===== config.mk =====
export PLATFORM = sky130hd
export DESIGN_NAME = neo_lb_writer
export DESIGN_NICKNAME = d
export VERILOG_FILES = /design/src/rtl/neo_lb_writer.sv
export SDC_FILE = /design/constraint.sdc
export NUM_CORES = 1
export LEC_CHECK = 0
export CAP_MARGIN = 25
export CORE_UTILIZATION = 50
export DETAILED_ROUTE_END_ITERATION = 8
export PLACE_DENSITY = 0.84
export RECOVER_POWER = 25
export SYNTH_ARGS = -nofsm -noshare
export SYNTH_HDL_FRONTEND = slang
export SYNTH_SLANG_ARGS = --single-unit

===== constraint.sdc =====
create_clock -name CLK -period 5.4 [get_ports CLK]
set_clock_uncertainty 0.1 [all_clocks]
set_input_delay 0.54 -clock CLK [delete_from_list [all_inputs] [get_ports CLK]]
set_output_delay 0.54 -clock CLK [all_outputs]
set_load 0.01 [all_outputs]

===== src/rtl/neo_lb_writer.sv =====
// neo_lb_writer: sprite line-buffer write controller.
//
// Takes one serialized pixel pair from the zmc2 dot stream per 12 MHz enable.
// It tags each pixel with the current sprite palette and issues one-clock
// registered writes for pixel A and pixel B. Each write goes to its absolute X
// position in the active line-buffer bank.
//
// Ports:
//   CLK, RESET              system clock, asynchronous active-high reset
//   CLK_EN_12M_N            1 on the CLK cycle where a dot pair is consumed
//   LOAD, XPOS, PAL, H      start of a new sprite strip (X, palette, h-flip)
//   LINE_END                end of scanline, swap the write bank
//   GAD, GBD, DOTA, DOTB    pixel A/B colour index and opacity
//   WR_ADDR_A/B             absolute X of pixel A/B
//   WR_DATA_A/B             {palette, index}
//   WR_EN_A/B               one-clock write strobes
//   BANK                    bank targeted by the current write outputs
module neo_lb_writer #(
    parameter int unsigned VISIBLE_W = 320
) (
    input  logic        CLK,
    input  logic        RESET,
    input  logic        CLK_EN_12M_N,
    input  logic        LOAD,
    input  logic [8:0]  XPOS,
    input  logic [7:0]  PAL,
    input  logic        H,
    input  logic        LINE_END,
    input  logic [3:0]  GAD,
    input  logic [3:0]  GBD,
    input  logic        DOTA,
    input  logic        DOTB,
    output logic [8:0]  WR_ADDR_A,
    output logic [8:0]  WR_ADDR_B,
    output logic [11:0] WR_DATA_A,
    output logic [11:0] WR_DATA_B,
    output logic        WR_EN_A,
    output logic        WR_EN_B,
    output logic        BANK
);

    localparam logic [9:0] VIS_LIMIT = VISIBLE_W[9:0];

    logic [8:0]  x_q, x_d;
    logic [7:0]  pal_q, pal_d;
    logic        flip_q, flip_d;
    logic        bank_q, bank_d;

    logic [8:0]  addr_a_q, addr_a_d;
    logic [8:0]  addr_b_q, addr_b_d;
    logic [11:0] data_a_q, data_a_d;
    logic [11:0] data_b_q, data_b_d;
    logic        en_a_q, en_a_d;
    logic        en_b_q, en_b_d;
    logic        bank_out_q;

    // Base position and sprite attributes for this pair. LOAD takes effect
    // for the same pair that it arrives with. Nine-bit arithmetic wraps the
    // X position modulo 512.
    always_comb begin
        x_d      = x_q;
        pal_d    = pal_q;
        flip_d   = flip_q;
        addr_a_d = x_q;
        if (LOAD) begin
            addr_a_d = XPOS;
            pal_d    = PAL;
            flip_d   = H;
        end
        addr_b_d = flip_d ? addr_a_d - 9'd1 : addr_a_d + 9'd1;
        x_d      = flip_d ? addr_a_d - 9'd2 : addr_a_d + 9'd2;
        data_a_d = {pal_d, GAD};
        data_b_d = {pal_d, GBD};
        en_a_d   = DOTA && ({1'b0, addr_a_d} < VIS_LIMIT);
        en_b_d   = DOTB && ({1'b0, addr_b_d} < VIS_LIMIT);
        bank_d   = LINE_END ? ~bank_q : bank_q;
    end

    always_ff @(posedge CLK or posedge RESET) begin
        if (RESET) begin
            x_q        <= '0;
            pal_q      <= '0;
            flip_q     <= 1'b0;
            bank_q     <= 1'b0;
            addr_a_q   <= '0;
            addr_b_q   <= '0;
            data_a_q   <= '0;
            data_b_q   <= '0;
            en_a_q     <= 1'b0;
            en_b_q     <= 1'b0;
            bank_out_q <= 1'b0;
        end else if (CLK_EN_12M_N) begin
            x_q        <= x_d;
            pal_q      <= pal_d;
            flip_q     <= flip_d;
            bank_q     <= bank_d;
            addr_a_q   <= addr_a_d;
            addr_b_q   <= addr_b_d;
            data_a_q   <= data_a_d;
            data_b_q   <= data_b_d;
            en_a_q     <= en_a_d;
            en_b_q     <= en_b_d;
            // The write on a LINE_END enable still targets the old bank.
            bank_out_q <= bank_q;
        end else begin
            en_a_q <= 1'b0;
            en_b_q <= 1'b0;
        end
    end

    assign WR_ADDR_A = addr_a_q;
    assign WR_ADDR_B = addr_b_q;
    assign WR_DATA_A = data_a_q;
    assign WR_DATA_B = data_b_q;
    assign WR_EN_A   = en_a_q;
    assign WR_EN_B   = en_b_q;
    assign BANK      = bank_out_q;

endmodule


==> reports/qor.csv, run 1 <==
stage,metric,value,unit
clock_network,cts_resized,0,
clock_network,cts_tree,done,
die,num_rows,24,
detailed_routing,route.top_layer_used,met4,
pwr,ir_worst_vdd,0.0002944,V
detailed_routing,detail_route.wl_per_cell,14.92,um
setup_path,crit_required,5490,ps
global_routing,grt_pass1_wl,7652,um
pwr,power.switching,451.8,uW
yosys,synth.avg_cell_area,11.78,um^2
pwr,p_int,951.1,uW
yosys,synth.cell_area,2426,um^2
sta,setup-violations-final,0,
sta,slew_violations,44,
yosys,ys_ff_latch,47,
sta,hold_viol,0,
cells_and_area,most_frequent_standard_cell_in_the_layout_excluding_fill_and_tap_cells,clkdlybuf4s50_1,
die,overall_die_area,5134,um^2
clock_network,clk_root_buffer_cell,clkbuf_8,
die,num_io_pins,78,
die,die_width,71.66,um
detailed_routing,drtIter0Drc,80,
setup_path,reg2regPathDepth,8,
pwr,power.clock.fraction,17.8,%
sta,timing.setup.tns,0,ps
sta,fmaxAchievable,293.3,MHz
setup_path,cp-startpoint,LOAD,
setup_path,crit_path_end,WR_ADDR_B[8],
cells_and_area,layout_common_cells,"clkdlybuf4s50_1 (75), dfrtp_1 (47), mux2_2 (41), nand2_1 (13)",
place,place.detailed.instances,316,
sta,fin_crit,3410,ps
die,start_util,53.86,%
setup_path,startpoint_class_of_the_critical_path,input port,
sta,rsz0062_at_grt,no,
sta,relative_slew_margins,-46.84,%
setup_path,crit_type,input port to register,
place,place_worst_setup_slack,1673,ps
setup_path,timing.critical_path.to_type,register,
yosys,synthCells,206,
cells_and_area,syn2layout_area_growth,33.73,%
clock_network,path_clk_slew,80,ps
sta,worstMarginPinSlew,2203,ps
die,coreArea,4504,um^2
sta,post_route_clock_period_utilization,63.15,%
cells_and_area,n_antenna_cell,0,
pwr,power_leakage,0.001381,uW
yosys,count_of_flip_flops_with_a_built_in_enable_after_synthesis,0,
die,die_y,71.66,um
pwr,comb_power_share,45.8,%
pwr,power.density,432.4,nW/um^2
detailed_routing,drc,0,
pwr,seqPwrFrac,36.5,%
global_routing,grt_pass1_vias,1626,
cells_and_area,post_layout_nonfiller_instances,324,
detailed_routing,met1_length,2219,um
pwr,p_sw_share,32.21,%
clock_network,h-tree-depth,2,
yosys,synth_cell_types,31,
yosys,seq_area_frac_synth,48.48,%
setup_path,ff2ff_setup_slack,2810,ps
setup_path,regToRegEndpoint,WR_ADDR_B[8],
run_status,outcome,"finished, violations left",
yosys,async_reset_ff_share,100.0,%
cells_and_area,register_area,1176,um^2
clock_network,post-cts-setup-buffer-count,0,
detailed_routing,avgViaCountPerCell,5.324,
pwr,design_power_total,1403,uW
setup_path,cp_max_fo,13,
global_routing,grt_max_degree,48,
cells_and_area,fill_cells,351,
global_routing,gr-usage-all-layers,19.58,%
cells_and_area,layout-drive-gt1-share,19.49,%
clock_network,ctsLongestPathBuffers,2,
cells_and_area,nets,314,
run_status,failed_checks,"capacitance limit, slew limit",
sta,postLayoutSetupSlackWorst,1990,ps
clock_network,insertion_delay,300,ps
clock_network,clock_net_sink_count,47,
yosys,synth_top_flop_cell,dfrtp_1,
worst_hold_path,min_path_type,register to register,
place,dpl.hpwl,3513,um
clock_network,hold_fix_buffers_cts,0,
cells_and_area,multi_input_area,1101,um^2
detailed_routing,detailroute.wirelength.met3,304,um
yosys,mappedNetlistNets,248,
global_routing,antenna_found_initial,0,
clock_network,tritoncts.num_buffers,5,
setup_path,cp.arrival,3500,ps
yosys,synthesis.yosys.warnings,0,
detailed_routing,detailed_routing_iterations_pass_1,4,
detailed_routing,route.antenna.remaining_nets,0,
detailed_routing,dr_wl_met2,2258,um
place,io_buffer_count,77,
flow_run,drv.max_cap_violation_count,1,
detailed_routing,postRouteWirelength,4834,um
place,routabilityCongestion,0.8825,
setup_path,worst_r2r_start,flip_q,
global_routing,grt-ovfl-total,0,
detailed_routing,via_count,1725,
## layout make-up
type | count | area share (%)
clock buffer | 6 | 2.237
sequential | 47 | 36.25
clock inverter | 1 | 0.9256
timing repair buffer | 78 | 23.72
inverter | 8 | 0.9256
multi-input combinational | 132 | 33.94
tap | 52 | 2.005
## registers in the layout, indices dropped and copies added (netlist names)
signal / count
x_q: 9
BANK: 1
WR_DATA_A: 4
flip_q: 1
WR_ADDR_B: 9
pal_q: 8
WR_EN_A: 1
WR_DATA_B: 4
bank_q: 1
WR_ADDR_A: 8
WR_EN_B: 1
## worst max-delay path, stage by stage
cell             delay [ps]
clkdlybuf4s50_1         890
mux2i_1                 370
inv_1                   240
ha_1                    530
nor2_1                  110
a21oi_1                 260
a21oi_1                 130
xnor2_1                 160
mux2_2                  270
## power groups by stage
| stage | sequential (uW) | clock, uW | combinational [uW] |
|---|---|---|---|
| 3_3_place_gp | 515 | 0 | 631 |
| 5_1_grt | 526 | 267 | 690 |
| 3_5_place_dp | 519 | 0 | 642 |
| 2_1_floorplan | 545 | 0 | 376 |
| 4_1_cts | 513 | 253 | 644 |
| 6_report | 512 | 249 | 642 |
## through the flow
step | hold slack [ps] | util, % | cell area (um^2)
detailed placement | 368.4 | 69.67 | 3138
global placement | 357.5 | 69.67 | 3138
global route | 404.7 | 72.03 | 3244
CTS | 386.9 | 71.94 | 3241
finish | 384.2 | 72.03 | 3244
floorplan | 339.7 | - | 2426
## synth_stat cells (5+ instances only)
cell     count  area share [%]
nand2_1     13             2.0
ha_1         7             3.6
mux2_2      41              19
nor2_1      11             1.7
dfrtp_1     47              48
xnor2_1     10             3.6
a21oi_1     11             2.3
o21ai_0      6             1.2
buf_4        9             2.8
buf_2        5             1.0
inv_1        8             1.2
## metal layers
metal / vias to the layer above / GRT usage, %
li1: 832 / -
met2: 64 / 31.66
met1: 821 / 26.49
met4: 0 / 4.575
met3: 8 / 5.345
met5: - / 0
## how the worst min path moves through the flow
stage                 start  cells past startpoint      endpoint  slack [ps]
3_3_place_gp         bank_q                      1        bank_q         360
6_report       WR_ADDR_A[1]                      1  WR_ADDR_A[1]         380
2_1_floorplan        bank_q                      1        bank_q         340
4_1_cts        WR_ADDR_A[1]                      1  WR_ADDR_A[1]         390
3_5_place_dp   WR_ADDR_A[1]                      1  WR_ADDR_A[1]         370
5_1_grt        WR_ADDR_B[6]                      1  WR_ADDR_B[6]         400
## cell families after synthesis
family	synth area share [%]
buffers and inverters	6.137
DFF	48.48
adders and majority gates	5.260
xor gates and xnor gates	5.054
AOI/OAI and AO/OA	9.232
muxes	21.20
and+or+nand+nor	4.642
Power figures use the tool's default switching activity.
==> run 2, diff against run 1 <==
--- a/config.mk
+++ b/config.mk
@@ -6,9 +6,9 @@
 export NUM_CORES = 1
 export LEC_CHECK = 0
 export CAP_MARGIN = 25
-export CORE_UTILIZATION = 50
+export CORE_UTILIZATION = 46
 export DETAILED_ROUTE_END_ITERATION = 8
-export PLACE_DENSITY = 0.84
+export PLACE_DENSITY = 0.78
 export RECOVER_POWER = 25
 export SYNTH_ARGS = -nofsm -noshare
 export SYNTH_HDL_FRONTEND = slang
==> constraint.sdc (replaced) <==
create_clock -name CLK -period 3.2 [get_ports CLK]
set_clock_uncertainty 0.1 [all_clocks]
set_input_delay 0.32 -clock CLK [delete_from_list [all_inputs] [get_ports CLK]]
set_output_delay 0.32 -clock CLK [all_outputs]
set_load 0.01 [all_outputs]
==> run 2 against run 1 <==
Effect of this change: the flow still finishes with violations (capacitance limit, slew limit); register-to-register slack worse by 2100 ps; cell count is 8.0% higher; sequential power is 69% higher; routed wire length increased by 4.0%; core utilization shrank 6.9 points; worst hold slack got worse by 13 ps; non-clock buffer count increased by 8; power grew 71%; die area rose by 8.4%; sequential share of layout area decreased by 0.90 points; count of clock-buffer cells in the layout did not move; design area grew 2.5%.
==> reports/qor.csv, run 2 (same netlist as run 1, synthesis figures left out) <==
stage,metric,value,unit,change
worst_hold_path,hold_path_depth,1,,unchanged
sta,relative_slew_margins,-0.5179,%,+46 points
die,overall_die_area,5568,um^2,+8.4%
clock_network,cts_tree,done,,
cells_and_area,finalCoreUtilization,65.14,%,-6.9 points
detailed_routing,via_count,1729,,+0.23%
sta,fmaxAchievable,350.7,MHz,
sta,timing.setup.tns,0,ps,unchanged
clock_network,clk_root_buffer_cell,clkbuf_8,,
cells_and_area,nets,322,,+2.5%
clock_network,h-tree-depth,2,,unchanged
global_routing,grt_pass1_vias,1620,,-0.37%
setup_path,worst_r2r_start,flip_q,,
cells_and_area,multi_input_area,1101,um^2,unchanged
worst_hold_path,min_path_type,register to register,,
clock_network,clock_net_sink_count,47,,unchanged
setup_path,ff2ff_setup_slack,720,ps,-2090 ps
clock_network,insertion_delay,290,ps,about the same
cells_and_area,fill_cells,428,,+22%
cells_and_area,layout-drive-gt1-share,21.79,%,+2.3 points
detailed_routing,route.antenna.remaining_nets,0,,unchanged
worst_hold_path,timing.hold.worst_endpoint,bank_q,,
cells_and_area,n_antenna_cell,0,,unchanged
pwr,power_leakage,0.001420,uW,+2.8%
setup_path,regToRegEndpoint,x_q[7],,
global_routing,gr-usage-all-layers,18.47,%,-1.1 points
clock_network,hold_fix_buffers_cts,0,,unchanged
clock_network,cts_resized,0,,unchanged
place,routabilityCongestion,0.9463,,+7.2%
clock_network,post-cts-setup-buffer-count,0,,unchanged
setup_path,timing.critical_path.to_type,register,,
run_status,failed_checks,"capacitance limit, slew limit",,
detailed_routing,drc,0,,unchanged
flow_run,drv.max_cap_violation_count,1,,unchanged
detailed_routing,detailed_routing_iterations_pass_1,4,,unchanged
global_routing,grt_max_degree,48,,unchanged
setup_path,startpoint_class_of_the_critical_path,input port,,
cells_and_area,post_layout_nonfiller_instances,350,,+8.0%
cells_and_area,register_area,1176,um^2,unchanged
pwr,power.density,722.5,nW/um^2,+67%
global_routing,grt-ovfl-total,0,,unchanged
detailed_routing,drtIter0Drc,48,,-40%
place,io_buffer_count,77,,unchanged
sta,fin_crit,2851,ps,
die,num_rows,26,,+8.3%
clock_network,ctsLongestPathBuffers,2,,unchanged
sta,hold_viol,0,,unchanged
sta,slew_violations,29,,-34%
run_status,outcome,"finished, violations left",,
cells_and_area,most_frequent_standard_cell_in_the_layout_excluding_fill_and_tap_cells,clkdlybuf4s50_1,,
die,die_y,74.62,um,+4.1%
place,place.detailed.instances,342,,+8.2%
cells_and_area,layout_common_cells,"clkdlybuf4s50_1 (75), dfrtp_1 (47), mux2_2 (41), nand2_1 (13)",,
setup_path,reg2regPathDepth,8,,unchanged
detailed_routing,detail_route.wl_per_cell,14.36,um,-3.8%
sta,post_route_clock_period_utilization,89.10,%,
global_routing,grt_pass1_wl,7659,um,about the same
sta,setup-violations-final,0,,unchanged
setup_path,cp.arrival,2940,ps,-560 ps
die,die_width,74.62,um,+4.1%
sta,rsz0062_at_grt,no,,
sta,whs,371.4,ps,-12.83 ps
sta,worstMarginPinSlew,1508,ps,-694.9 ps
worst_hold_path,hold_path_startpoint,bank_q,,
pwr,ir_worst_vdd,0.0004166,V,+42%
setup_path,crit_type,input port to register,,
clock_network,path_clk_slew,80,ps,about the same
die,coreArea,5107,um^2,+13%
detailed_routing,avgViaCountPerCell,4.940,,-7.2%
die,num_io_pins,78,,unchanged
setup_path,crit_required,3280,ps,-2210 ps
global_routing,antenna_found_initial,0,,unchanged
setup_path,cp_max_fo,9,,-4
clock_network,tritoncts.num_buffers,5,,unchanged
pwr,design_power_total,2404,uW,+71%
place,dpl.hpwl,3771,um,+7.4%
detailed_routing,postRouteWirelength,5025,um,+4.0%
die,start_util,47.50,%,-6.4 points
cells_and_area,syn2layout_area_growth,37.13,%,
-- run 2: cell count changes in the layout (fill, tap and decap cells not counted), sizes merged --
cell	change
buf	+8
-- run 2: routing by layer --
layer  track usage, %  wire length (um)
met5                0                 0
met4            6.289                61
met3            4.150               279
met2            30.13              2335
met1            24.41              2347
-- run 2: critical path, cell delays in order --
cell and delay [ps]:
clkdlybuf4s50_1 670, mux2i_1 270, inv_1 200, ha_1 480, a21o_1 200, a21oi_1 250
o21ai_1 130, xnor2_1 150, mux2_2 260
-- run 2: area by class of cell --
type | count | area share (%)
clock buffers | 6 | 2.181
clock inverters | 1 | 0.9026
inverters | 8 | 0.9026
multi-input cells | 132 | 33.10
flip-flops and latches | 47 | 35.35
well taps | 70 | 2.633
repair buffers | 86 | 24.93
-- run 2: worst max path at each step --
stage	end	cells after the start	start	slack, ps
floorplan	WR_ADDR_B[8]	10	LOAD	650
global placement	WR_ADDR_B[8]	9	LOAD	110
detailed placement	x_q[7]	9	LOAD	60
CTS	WR_ADDR_B[8]	9	LOAD	360
global route	WR_ADDR_B[7]	3	RESET	180
finish	x_q[7]	9	LOAD	350
-- run 2: stage by stage --
stage               setup slack (ps)  cell area (um^2)
floorplan                      649.8              2426
global placement               113.0              3221
detailed placement             61.50              3221
CTS                            364.7              3323
global route                   175.7              3327
finish                         348.9              3327
-- run 2: power breakdown --
part / internal [uW] / switching, uW / leakage, uW
Sequential: 770 / 97.2 / 0.000550
Combinational: 635 / 488 / 0.000818
Clock: 229 / 185 / 0.0000513
Total: 1630 / 770 / 0.00142
